===== src/rtl/cpu_rf_pkg.sv =====
// rtl/cpu_rf_pkg.sv - shared widths, register-zero constant and write-source enum for the RF writeback path
package cpu_rf_pkg;
  localparam int DW = 32;
  localparam int AW = 5;
  localparam logic [4:0] REG_ZERO = 5'd0;

  typedef enum logic [1:0] {WB_NONE, WB_ALU, WB_LSU} wb_src_e;
endpackage


===== src/rtl/wb_fifo.sv =====
// rtl/wb_fifo.sv - DEPTH-entry result FIFO; pointers carry one extra wrap bit so full/empty need no counter
module wb_fifo #(
  parameter int W     = 37,
  parameter int DEPTH = 4
) (
  input  logic         clk,
  input  logic         clr,
  input  logic         push,
  input  logic         pop,
  input  logic [W-1:0] wdata,
  output logic [W-1:0] rdata,
  output logic         full,
  output logic         empty
);
  localparam int IW = $clog2(DEPTH);
  localparam int PW = IW + 1;

  logic [W-1:0]  mem [DEPTH];
  logic [PW-1:0] wptr;
  logic [PW-1:0] rptr;

  always_ff @(posedge clk or posedge clr) begin
    if (clr) begin
      wptr <= '0;
      rptr <= '0;
    end else begin
      if (push && !full)  wptr <= wptr + PW'(1);
      if (pop && !empty)  rptr <= rptr + PW'(1);
    end
  end

  // Storage is not reset; entries are only ever read between the pointers.
  always_ff @(posedge clk) begin
    if (push && !full) mem[wptr[IW-1:0]] <= wdata;
  end

  assign rdata = mem[rptr[IW-1:0]];
  assign empty = (wptr == rptr);
  assign full  = ((wptr - rptr) == PW'(DEPTH));
endmodule


===== src/rtl/rf_writeback.sv =====
// rtl/rf_writeback.sv - merges ALU and LSU/MDU results onto the single RF write port,
// tracks pending long-latency destinations and provides decode-stage stall/forwarding
module rf_writeback #(
  parameter int DW    = cpu_rf_pkg::DW,
  parameter int AW    = cpu_rf_pkg::AW,
  parameter int DEPTH = 4
) (
  input  logic          clk,
  input  logic          clr,
  input  logic          alu_valid,
  input  logic [AW-1:0] alu_rw,
  input  logic [DW-1:0] alu_data,
  input  logic          lsu_valid,
  output logic          lsu_ready,
  input  logic [AW-1:0] lsu_rw,
  input  logic [DW-1:0] lsu_data,
  input  logic          iss_valid,
  input  logic [AW-1:0] iss_rw,
  input  logic [AW-1:0] ra,
  input  logic [AW-1:0] rb,
  output logic          stall_a,
  output logic          stall_b,
  output logic          fwd_a_hit,
  output logic          fwd_b_hit,
  output logic [DW-1:0] fwd_a,
  output logic [DW-1:0] fwd_b,
  output logic          we,
  output logic [AW-1:0] rw,
  output logic [DW-1:0] rd
);
  import cpu_rf_pkg::*;

  localparam int EW = AW + DW;
  localparam int NR = 1 << AW;
  localparam logic [AW-1:0] RZ = AW'(REG_ZERO);

  logic [EW-1:0] head;
  logic [AW-1:0] head_rw;
  logic [DW-1:0] head_data;
  logic          fifo_full;
  logic          fifo_empty;
  logic          push;
  logic          pop;
  wb_src_e       sel;
  logic [NR-1:0] pending;
  logic [NR-1:0] pending_nxt;

  assign lsu_ready = !clr && !fifo_full;
  assign push      = lsu_valid && lsu_ready;
  assign head_rw   = head[EW-1:DW];
  assign head_data = head[DW-1:0];

  wb_fifo #(.W(EW), .DEPTH(DEPTH)) u_fifo (
    .clk   (clk),
    .clr   (clr),
    .push  (push),
    .pop   (pop),
    .wdata ({lsu_rw, lsu_data}),
    .rdata (head),
    .full  (fifo_full),
    .empty (fifo_empty)
  );

  // ALU has fixed priority; a write to r0 is dropped and frees the port for the FIFO.
  always_comb begin
    sel = WB_NONE;
    if (alu_valid && (alu_rw != RZ)) sel = WB_ALU;
    else if (!fifo_empty)            sel = WB_LSU;
  end

  assign pop = (sel == WB_LSU);

  // Clear on pop first so a same-cycle issue to the same register wins.
  always_comb begin
    pending_nxt = pending;
    if (pop) pending_nxt[head_rw] = 1'b0;
    if (iss_valid && (iss_rw != RZ)) pending_nxt[iss_rw] = 1'b1;
    pending_nxt[0] = 1'b0;
  end

  always_ff @(posedge clk or posedge clr) begin
    if (clr) begin
      we      <= 1'b0;
      rw      <= '0;
      rd      <= '0;
      pending <= '0;
    end else begin
      pending <= pending_nxt;
      case (sel)
        WB_ALU: begin
          we <= 1'b1;
          rw <= alu_rw;
          rd <= alu_data;
        end
        WB_LSU: begin
          we <= (head_rw != RZ);
          rw <= head_rw;
          rd <= head_data;
        end
        default: we <= 1'b0;
      endcase
    end
  end

  assign stall_a   = pending[ra] && (ra != RZ);
  assign stall_b   = pending[rb] && (rb != RZ);
  assign fwd_a_hit = we && (rw == ra) && (ra != RZ);
  assign fwd_b_hit = we && (rw == rb) && (rb != RZ);
  assign fwd_a     = fwd_a_hit ? rd : '0;
  assign fwd_b     = fwd_b_hit ? rd : '0;
endmodule


===== config.mk =====
export PLATFORM = sky130hd
export DESIGN_NAME = rf_writeback
export DESIGN_NICKNAME = d
export VERILOG_FILES = /design/src/rtl/cpu_rf_pkg.sv /design/src/rtl/wb_fifo.sv /design/src/rtl/rf_writeback.sv
export SDC_FILE = /design/constraint.sdc
export NUM_CORES = 1
export LEC_CHECK = 0
export ABC_AREA = 1
export BUFFER_PORTS_ARGS = -buffer_cell sky130_fd_sc_hd__buf_2
export CAP_MARGIN = 5
export CORE_ASPECT_RATIO = 0.8
export CORE_MARGIN = 3
export CORE_UTILIZATION = 45
export CTS_CLUSTER_SIZE = 30
export DETAILED_ROUTE_END_ITERATION = 8
export PLACE_DENSITY = 0.77
export SLEW_MARGIN = 20
export SYNTH_ARGS = -nofsm -noshare
export SYNTH_HDL_FRONTEND = slang
export SYNTH_SLANG_ARGS = --single-unit

===== constraint.sdc =====
create_clock -name clk -period 4.1 [get_ports clk]
set_clock_uncertainty 0.15 [all_clocks]
set_input_delay 0.82 -clock clk [delete_from_list [all_inputs] [get_ports clk]]
set_output_delay 0.82 -clock clk [all_outputs]
set_load 0.005 [all_outputs]

==> qor.txt <==
Hold crit path type = register to register
Status = completed
Resized Gates After CTS = 0
First-pass iteration count of the detailed router = 5
Skew-Pair Late Insertion Delay = 0.51 ns
CP dominant cell by count = buf_2
Switching pwr = 3485 uW
GPL Wtd Cong = 0.9128
Row Count = 49
Hold_buf cts = 0
Die X = 177.3 um
Critical-path top delay cell = nand4_1
Area leader, netlist = edfxtp_1
Share of cells above drive strength 1 = 21.50%
Full die area = 0.02536 mm^2
Tmin final = 3.696 ns
CP Buf/Inv Count = 4
Initial Util = 46.43%
Pint = 5259 uW
Achievable Freq = 270.5 MHz
TritonCTS clock tree = yes
Post-CTS setup repair buffer count = 0
Final Hold Fails = 0
Global-route wire length before repair = 45230 um
Final worst setup slack = 0.4037 ns
Reg clk slew, reported paths = 0.06 ns
Largest cells by area after synthesis = edfxtp_1, dfrtp_1, nand2_1
Grt ovf = 0
Final instance area = 0.01264 mm^2
Number of synthesized flops with an enable pin = 148
Final setup violating endpoints = 0
Post-synth top flop = edfxtp_1
Cell variety after synth = 32
Commonest cells post-synth = nand2_1, edfxtp_1, nor2_1
DR iter-0 viols = 960
MaxCap Viol Count = 0
Layout area overhead = 19.69%
Largest net degree at the start of global routing = 79
Worst Path Arrival = 2.73 ns
Clock buffer count from CTS = 23
Detailed-route via count = 8710
Placed inst area = 0.01185 mm^2
Most numerous cell in the Yosys netlist = nand2_1
CP required = 3.13 ns
H-tree depth = 1
Fraction of registers with async set/reset = 33.63%
Switching Share = 39.86%
Initial antenna violation count = 5
CTS Root Cell = clkbuf_16
Port bufs = 200
Detailed-route DRC error count = 0
Layout Utilization = 55.58%
CTS Sinks = 223
Setup crit end kind = primary output
Io pins = 201
Leak = 0.005761 uW
Clk buf depth = 3
Tcrit/Tclk final = 90.15%
Synthesis Warnings = 0
Syn Inst Count = 1151
HPWL Detailed = 20100 um
Place WS = 0.3914 ns
CP top delay family = buffers and inverters
VDD IR-drop max = 0.4094 mV
Reg power frac = 37.7%
Max FO, Critical Path = 19
Synth top area share = 42.08%
Post-Route WL = 29120 um
Critical R2R Launch = u_fifo.wptr[0]$_DFFE_PP0P_
Critical Path Start = ra[0]
Worst-Margin Slew = 0.8114 ns
Slowest Stage Delay on Critical Path = 0.53 ns
Crit path launch type = input pin
CORE AREA = 0.02275 mm^2
Crit Path Class = input pin to primary output
RSZ-0062 raised after global routing = false
Die height = 143.0 um
Yosys reg bits = 223
Fillers = 1937
Clock power frac = 24.0%
Setup TNS = 0 ns
Vias per cell = 5.231
Post-synthesis average cell area = 9.176 um^2
Comb power frac = 38.3%
Fin. max-slew vios = 0
Nets@finish = 1442
Total track usage = 22.77%
Cell Pwr Density = 691.8 mW/mm^2
Seq/Total Area, Yosys = 59.85%
Cell Chain, Critical Path = buf_2 -> inv_2 -> nand3_1 -> nand4_1 -> buf_4 -> nor3_1 -> buf_2
Post-DRT Antenna Nets = 0
Min-delay src = pending[18]$_DFF_PP0_
Pwr Total = 8745 uW
Synthesized cell area = 0.01056 mm^2
Avg WL per Cell = 17.49 um
Max transition margin = 45.84%
Number of global-route vias before repair = 8196
Post-synth net total = 1252
## cells by family after synthesis
| family | synth area share [%] |
|---|---|
| simple gates | 24.76 |
| compound gates | 7.345 |
| flops | 59.85 |
| buf+inv | 6.634 |
| xor+xnor | 0.5805 |
| fa+ha+maj | 0.8292 |
## placed cells by master (no fill, tap or decap)
master | netlist | layout
o21ai_0 | 52 | 52
clkbuf_1 | 15 | 4
buf_4 | 3 | 15
nand2_1 | 361 | 361
buf_12 | 0 | 3
o22ai_1 | 26 | 26
inv_2 | 4 | 4
nand3_2 | 2 | 2
buf_2 | 27 | 200
clkinv_1 | 2 | 3
o211ai_2 | 9 | 9
xnor2_1 | 4 | 4
nand3_4 | 1 | 1
diode_2 | 0 | 1
a21oi_1 | 17 | 17
o21ai_1 | 1 | 1
nand2_2 | 5 | 5
nand4_1 | 2 | 2
bufinv_16 | 0 | 2
nor2_1 | 119 | 115
dfrtp_1 | 75 | 74
inv_6 | 0 | 1
nand3_1 | 91 | 91
clkbuf_8 | 0 | 6
nor2_4 | 4 | 8
dfrtp_2 | 0 | 1
edfxtp_1 | 148 | 148
nand2_4 | 1 | 1
nor3_1 | 36 | 36
inv_4 | 1 | 1
nor3_2 | 4 | 4
xor2_1 | 3 | 3
o211ai_1 | 20 | 20
clkinvlp_4 | 0 | 1
ha_1 | 7 | 7
clkinv_2 | 0 | 5
clkbuf_16 | 0 | 23
inv_1 | 103 | 102
## power groups by stage
stage	logic (uW)	clock network, uW	registers [uW]
floorplan	2200	0	3270
global placement	3250	0	3310
detailed placement	3310	0	3320
CTS	3340	2130	3280
global route	3730	2230	3350
finish	3350	2100	3300
## routing by layer
layer | vias up | GRT usage (%) | part of all wire, %
li1 | 4183 | - | -
met3 | 47 | 4.519 | 8.9
met1 | 4098 | 32.94 | 43
met2 | 374 | 35.94 | 46
met4 | 8 | 5.204 | 1.9
met5 | - | 0 | 0.17
## cell type report
class / instances / area [um^2] / share of cell area, %
antenna: 1 / 2.502 / 0.01980
clock buffer: 33 / 673.1 / 5.325
clock inverter: 9 / 97.59 / 0.7720
inverter: 110 / 419.2 / 3.316
multi-input combinational: 765 / 3570 / 28.24
sequential: 223 / 6322 / 50.01
tap: 306 / 382.9 / 3.029
timing repair buffer: 218 / 1174 / 9.284
## worst paths after layout
check / endpoint / slack [ns] / cells after the start
max: fwd_a[22] / 0.40 / 7
min reg2reg: pending[18]$_DFF_PP0_ / 0.32 / 2
min: pending[18]$_DFF_PP0_ / 0.32 / 2
min in group asynchronous: u_fifo.wptr[0]$_DFFE_PP0P_ / 0.39 / 3
max in group asynchronous: pending[6]$_DFF_PP0_ / 2.81 / 4
max reg2reg: u_fifo.rptr[2]$_DFFE_PP0P_ / 0.99 / 10
## tightest hold or removal path, cell delays in order (launching register included)
cell and delay, ns:
dfrtp_1 0.34, nand2_1 0.05, nand2_1 0.05
## registers in the layout, summed over array words and instances, names as in the netlist
name         count
rw               5
we               1
u_fifo.rptr      3
pending         31
u_fifo.wptr      3
u_fifo.mem     148
rd              32
## metrics by stage
stage	hold WS (ns)	cells
6_report	0.3198	1665
5_1_grt	0.3361	1665
4_1_cts	0.3238	1663
3_5_place_dp	0.3086	1621
3_3_place_gp	0.3049	1621
2_1_floorplan	0.2912	1151
Note: power is estimated with default switching activity, not from simulation.
